$ cat src/rtl/data_memory.sv
// data_memory: data memory stage for a single-cycle RV32I datapath.
//
// Byte-addressed, little-endian array of DEPTH 32-bit words. Loads are
// combinational (sign/zero extended); stores commit at the rising edge
// with byte-lane enables. Misaligned, illegal-funct3 and out-of-range
// accesses are suppressed: nothing is written and rdata reads as zero.
//
// Ports:
//   clk          system clock, all state updates on the rising edge
//   rst          synchronous active-high reset, clears every word
//   addr         byte address (ALU result)
//   wdata        store data (rs2)
//   mem_read     load request this cycle
//   mem_write    store request this cycle
//   funct3       000 B, 001 H, 010 W, 100 BU, 101 HU
//   rdata        extended load data (combinational)
//   misaligned   alignment or illegal-funct3 fault (combinational)
//   out_of_range address at or beyond DEPTH*4 (combinational)
module data_memory #(
    parameter int DEPTH     = 64,
    parameter int ADDR_BITS = 6
) (
    input  logic        clk,
    input  logic        rst,
    input  logic [31:0] addr,
    input  logic [31:0] wdata,
    input  logic        mem_read,
    input  logic        mem_write,
    input  logic [2:0]  funct3,
    output logic [31:0] rdata,
    output logic        misaligned,
    output logic        out_of_range
);

    // Compare on 33 bits so the limit itself can never overflow.
    localparam logic [32:0] LIMIT = 33'(DEPTH) * 33'd4;

    logic [31:0] mem [DEPTH];

    logic                 active;
    logic                 bad;
    logic                 fault;
    logic [ADDR_BITS-1:0] widx;
    logic [31:0]          word;
    logic [7:0]           rbyte;
    logic [15:0]          rhalf;
    logic [3:0]           be;
    logic [31:0]          wlanes;

    assign active = mem_read | mem_write;
    assign widx   = addr[ADDR_BITS+1:2];
    assign word   = mem[widx];

    // Full-width compare: upper address bits never alias into range.
    assign out_of_range = active && ({1'b0, addr} >= LIMIT);

    always_comb begin
        bad = 1'b0;
        if ((funct3 == 3'b001 || funct3 == 3'b101) && addr[0])
            bad = 1'b1;
        if (funct3 == 3'b010 && addr[1:0] != 2'b00)
            bad = 1'b1;
        if (mem_read && (funct3 == 3'b011 || funct3 == 3'b110 || funct3 == 3'b111))
            bad = 1'b1;
        if (mem_write && funct3 > 3'b010)
            bad = 1'b1;
    end

    assign misaligned = active && bad;
    assign fault      = misaligned | out_of_range;

    // Load path: reads pre-write contents, so read-before-write falls out.
    always_comb begin
        case (addr[1:0])
            2'd0:    rbyte = word[7:0];
            2'd1:    rbyte = word[15:8];
            2'd2:    rbyte = word[23:16];
            default: rbyte = word[31:24];
        endcase
        rhalf = addr[1] ? word[31:16] : word[15:0];
        rdata = 32'd0;
        if (mem_read && !fault) begin
            case (funct3)
                3'b000:  rdata = {{24{rbyte[7]}}, rbyte};
                3'b100:  rdata = {24'd0, rbyte};
                3'b001:  rdata = {{16{rhalf[15]}}, rhalf};
                3'b101:  rdata = {16'd0, rhalf};
                3'b010:  rdata = word;
                default: rdata = 32'd0;
            endcase
        end
    end

    // Store path: replicate data across lanes, enable only the addressed ones.
    always_comb begin
        be     = 4'b0000;
        wlanes = wdata;
        case (funct3)
            3'b000: begin
                be     = 4'b0001 << addr[1:0];
                wlanes = {4{wdata[7:0]}};
            end
            3'b001: begin
                be     = addr[1] ? 4'b1100 : 4'b0011;
                wlanes = {2{wdata[15:0]}};
            end
            3'b010: begin
                be     = 4'b1111;
                wlanes = wdata;
            end
            default: begin
                be     = 4'b0000;
                wlanes = wdata;
            end
        endcase
        if (!mem_write || fault)
            be = 4'b0000;
    end

    always_ff @(posedge clk) begin
        if (rst) begin
            for (int i = 0; i < DEPTH; i++)
                mem[i] <= 32'd0;
        end else begin
            for (int k = 0; k < 4; k++)
                if (be[k])
                    mem[widx][8*k +: 8] <= wlanes[8*k +: 8];
        end
    end

endmodule

$ cat config.mk
export PLATFORM = sky130hd
export DESIGN_NAME = data_memory
export DESIGN_NICKNAME = d
export VERILOG_FILES = /design/src/rtl/data_memory.sv
export SDC_FILE = /design/constraint.sdc
export NUM_CORES = 2
export LEC_CHECK = 0
export ABC_AREA = 1
export CORE_ASPECT_RATIO = 0.75
export CORE_UTILIZATION = 30
export CTS_CLUSTER_SIZE = 30
export DETAILED_ROUTE_END_ITERATION = 7
export DONT_BUFFER_PORTS = 1
export SYNTH_ARGS = -nofsm -noshare
export SYNTH_HDL_FRONTEND = slang
export SYNTH_SLANG_ARGS = --single-unit
$ cat constraint.sdc
create_clock -name clk -period 3.4 [get_ports clk]
set_clock_uncertainty 0.2 [all_clocks]
set_input_delay 0.68 -clock clk [delete_from_list [all_inputs] [get_ports clk]]
set_output_delay 0.68 -clock clk [all_outputs]
set_load 0.01 [all_outputs]
* Yosys cells after proc, flatten, opt, wreduce, memory -nomap -nowiden *
Memory sizes are Yosys's and may differ from the RTL's.
Cells that the tools add are included.

storage, ports and cells
  bits in registers = 0
  bits in latches = 0
  memory bits (writable) = 2,048
  bits in read-only memories = 0
  input port bits = 71
  output and inout bits = 34
  logic and storage cells = 61
  memories kept = 1

cells by class
  add/subtract/negate cells = 0
  multipliers = 0
  div/mod/pow operators = 0
  magnitude comparators = 2
  eq/ne operators = 9
  shift-type cells = 1
  mux-type cells = 29
  bitwise operators = 2
  reductions and logical operators = 17

memories
  memory  words  bits a word  rd ports  clocked after memory_dff  wr ports  RTL line  RTL
  mem     64     32           1         0                         64        38        logic [31:0] mem [DEPTH];

operator list
  kind                                                                              count
  32-bit case mux with 5 select lines                                               1
  32-bit two-way mux                                                                2
  32-bit case mux with 2 select lines                                               1
  32-bit by 9-bit >= comparator with 1-bit output (second input constant)           1
  32-bit OR reduction                                                               1
  8-bit case mux with 3 select lines                                                1
  1-bit two-way mux                                                                 18
  16-bit two-way mux                                                                1
  3-bit == test (second input constant)                                             4
  4-bit two-way mux                                                                 3
  4-bit case mux with 3 select lines                                                1
  1-bit logical AND                                                                 7
  3-bit by 2-bit == test with 1-bit output (second input constant)                  2
  6-bit two-way mux                                                                 1
  1-bit logical OR                                                                  4
  1-bit by 2-bit << shifter with 4-bit output (first input constant)                1
  3-bit by 1-bit == test with 1-bit output (second input constant)                  1
  3-bit by 2-bit greater-than comparator with 1-bit output (second input constant)  1
  3-bit zero test                                                                   1
  2-bit by 1-bit == test with 1-bit output (second input constant)                  1
  2-bit == test (second input constant)                                             1
  1-bit zero test                                                                   2
  2-bit zero test                                                                   1
  1-bit bitwise OR                                                                  2
  2-bit nonzero test                                                                1

* Longest topological paths before layout *
  depth in word-level cells = 16
  depth in mapped cells = 19
  gate-level depth less buffers = 15

* Worst setup path before layout *
OpenSTA, ideal clock, no wires.

  path kind = input port to output port
  start = in addr[2]
  end = out rdata[0]
  arrival time = 2.454 ns
  required time = 2.520 ns
  slack = 0.066 ns
  stages on the path = 16
  path buffers = 5
  cell sequence = buf_4 -> inv_4 -> buf_2 -> buf_2 -> buf_2 -> buf_2 -> nand3_1 -> nand4_1 -> o21ai_1 -> nand2_1 -> nor2_1 -> nand2_1 -> nand2_1 -> nand2_1 -> inv_1 -> a21oi_1

between the ends
  cells in the longest elaborated chain, start to end = 6
  elaborated cells on any way between the ends = 10
  classes of those cells = order compare (1); mux (4); bitwise (1); reduce/logical (3); memory (1)

ends and longest elaborated chain
  item                                             RTL line  RTL
  from (decl)                                      25        input logic [31:0] addr,
  32-bit by 9-bit >= comparator with 1-bit output  55        assign out_of_range = active && ({1'b0, addr} >= LIMIT);
  1-bit logical AND                                55
  1-bit bitwise OR                                 70        assign fault = misaligned | out_of_range;
  1-bit zero test                                  82        if (mem_read && !fault) begin
  1-bit logical AND                                82
  32-bit two-way mux *                             82
  to (decl)                                        30        output logic [31:0] rdata,

Mark *: on every way between the ends. The rest lies on a longest branch, timed or not.

* Worst setup path after layout *
  start = in addr[3]
  end = out rdata[5]

The elaborated chain is that of the path after synthesis.

==> impl_metrics.json <==
{
  "synth_top_cell_by_area": "edfxtp_1",
  "htreeDepth": 4,
  "start_util": 0.3025,
  "cp-endpoint": "rdata[5]",
  "ys_seq_area_frac": 0.6387,
  "synth_cells": 10770,
  "yosys-top-cells-count": "nand2_1, nor2_1, edfxtp_1",
  "met3_usage": 0.05684,
  "drt_iter0_markers": 11110,
  "port_buffers": 0,
  "synth_edf_count": 2048,
  "rsz0062_at_grt": "true",
  "overflow": 0,
  "final.min_clock_period_ns": 5.105,
  "finalWirelength_mm": 359.4,
  "avgSynthCellArea_um2": 8.938,
  "yosys_warnings": 0,
  "ys_async_sr_fraction": 0,
  "cp.depth": 19,
  "die_w_um": 656.2,
  "arrival_ns": 4.22,
  "slowest_stage": "clkinv_16",
  "drc_errors": 0,
  "cts_buffer_depth": 4,
  "top_regs": "mem x2048",
  "regMostFlops": "mem",
  "die_h_um": 492.6,
  "synth_most_common_cell": "nand2_1",
  "maxSlewHeadroom": -0.2526,
  "required_ns": 2.52,
  "syn-cell-area_um2": 96280,
  "outcome": "complete, but fails checks",
  "synth-seq-cells": 2048,
  "vias": 79860,
  "synthToLayoutAreaGrowth_pct": 26.29,
  "maxCapViolCount": 0,
  "worst-path-buf-inv": 5,
  "synth_area_leaders": "edfxtp_1, nand2_1, nor2_1",
  "p_per_area_nw_per_um2": 478.7,
  "peakVddDrop_mv": 0.3915,
  "cts_tree": "built",
  "clock-sinks": 2048,
  "fin_nets": 11650,
  "largest_reg_flops": 2048,
  "path_class": "in2out",
  "whs_path_depth": 2,
  "cp_common_cell": "nand2_2",
  "gp_congestion": 0.9577,
  "drt_pass1_iterations": 8,
  "clk_pin_slew_ns": 0.06,
  "grt_pass1_wl_mm": 501.7,
  "antenna_left": 0,
  "worst_setup_path_start_kind": "primary input",
  "drt-vias-per-instance": 4.995,
  "grt_start_max_net_pins": 963,
  "worst-path-max-fanout": 386,
  "antenna_found_initial": 6,
  "num_rows": 179,
  "fin_ws_ns": -1.705,
  "timing.final.crit_share": 1.501,
  "core_um2": 318300,
  "die_area_um2": 323200,
  "crit_family": "simple AND/OR/NAND/NOR gates",
  "slowest_delay_ns": 0.40,
  "root_buffer": "clkbuf_16",
  "boundaryPins": 105,
  "hold_class": "in2reg",
  "grtUsageMet2": 0.3035,
  "cts_made_buffers": 206,
  "power.leakage_nw": 51.19,
  "violations": "slew limit, setup timing",
  "synth_nets": 10840,
  "fmax_mhz": 195.9,
  "path_cells": "clkinv_16, nand2_1, nor2_4, buf_12, buf_4, nand2_1, nand2_1, nor2_1, nand2_2, nand2_2, nand2_4, nor2_2, nand3_2, nand3_4, nand2_2, nand2_2, a21oi_4, buf_6, buf_4",
  "synth_cell_types": 32,
  "wire_per_inst_um": 22.48,
  "worstMarginPinSlew_ns": 1.879,
  "tns_ns": -70.58,
  "drv_slew": 165,
  "grt_busiest_layer": "met2",
  "dpl.hpwl_mm": 226.4,
  "ys_dominant_reg_cell": "edfxtp_1",
  "crit_start": "addr[3]",
  "grt_pass1_vias": 73440,
  "cp-end-kind": "output pin",
  "grtUsageTotal": 0.2083,
  "use_met1": 0.2930,
  "synth_top_area_share": 0.6387,
  "finalSetupViolations": 202,
  "drive_gt1_frac": 0.1645,
  "hold_viol_final": 0,
  "timing.hold.ws_ns": 0.05616
}
==> how the worst min path moves through the flow <==
stage,start,end,slack [ns]
2_1_floorplan,wdata[31],mem[0][31],0.84
3_3_place_gp,wdata[29],mem[20][29],0.75
3_5_place_dp,wdata[29],mem[20][29],0.76
4_1_cts,wdata[20],mem[47][20],0.006
5_1_grt,wdata[20],mem[41][20],0.04
6_report,wdata[20],mem[47][20],0.06
==> through the flow <==
step | area (µm²) | total power [mW] | setup WS (ns) | util | instances
2_1_floorplan | 96280 | 32.77 | 0.06644 | - | 10770
3_3_place_gp | 112300 | 35.73 | -2.289 | 0.3528 | 15510
3_5_place_dp | 112300 | 35.75 | -2.236 | 0.3528 | 15510
4_1_cts | 120200 | 57.78 | -1.284 | 0.3776 | 15920
5_1_grt | 121600 | 59.75 | -1.430 | 0.3820 | 15980
6_report | 121600 | 58.21 | -1.705 | 0.3821 | 15990
==> kinds of logic (layout without fill, tap and decap cells) <==
| group | count (synthesis) | count (layout) | synth area share |
|---|---|---|---|
| compound gates | 455 | 455 | 0.02444 |
| buf+inv | 845 | 1799 | 0.03687 |
| flops | 2048 | 2048 | 0.6387 |
| other cells | 0 | 8 | 0 |
| simple gates | 7424 | 7425 | 0.3000 |
==> area by class of cell <==
type	instances	area, µm²
fillers	31340	196700
flip-flops and latches	2048	61500
multi-input cells	7880	32230
repair buffers	1272	15630
clock buffers	249	5380
well taps	4253	5321
clock inverters	106	793.3
inverters	172	718.2
diodes	8	20.02
==> power by group <==
group          internal, mW  switching [mW]
Combinational          2.36            4.45
Clock                  12.1            10.0
Sequential             28.9           0.359
Total                  43.4            14.8
==> layout by cell type, fill, tap and decap left out, drive strengths merged, types with 60 or more instances in the layout <==
cell type,netlist,layout
nand2,4759,4759
nor2,2260,2261
edfxtp,2048,2048
buf,292,1236
a21oi,276,276
clkbuf,381,271
nand3,265,265
inv,172,166
o21ai,150,150
clkinv,0,95
nand4,60,60
==> repair_timing <==
action / 4_1_cts / 5_1_grt
pin swaps: 40 / 12
endpoints found under the setup margin: 41 / 3742
gates resized for setup: 195 / 123
endpoints found under the hold margin: 20 / 0
hold buffers: 7 / 0
gates cloned: 18 / 24
setup buffers: 41 / 29
==> routing by layer <==
metal,share of wire,vias to the layer above
li1,-,36440
met1,0.41,38380
met2,0.42,4409
met3,0.13,632
met4,0.044,4
met5,0.000070,-
Power figures use the tool's default switching activity.
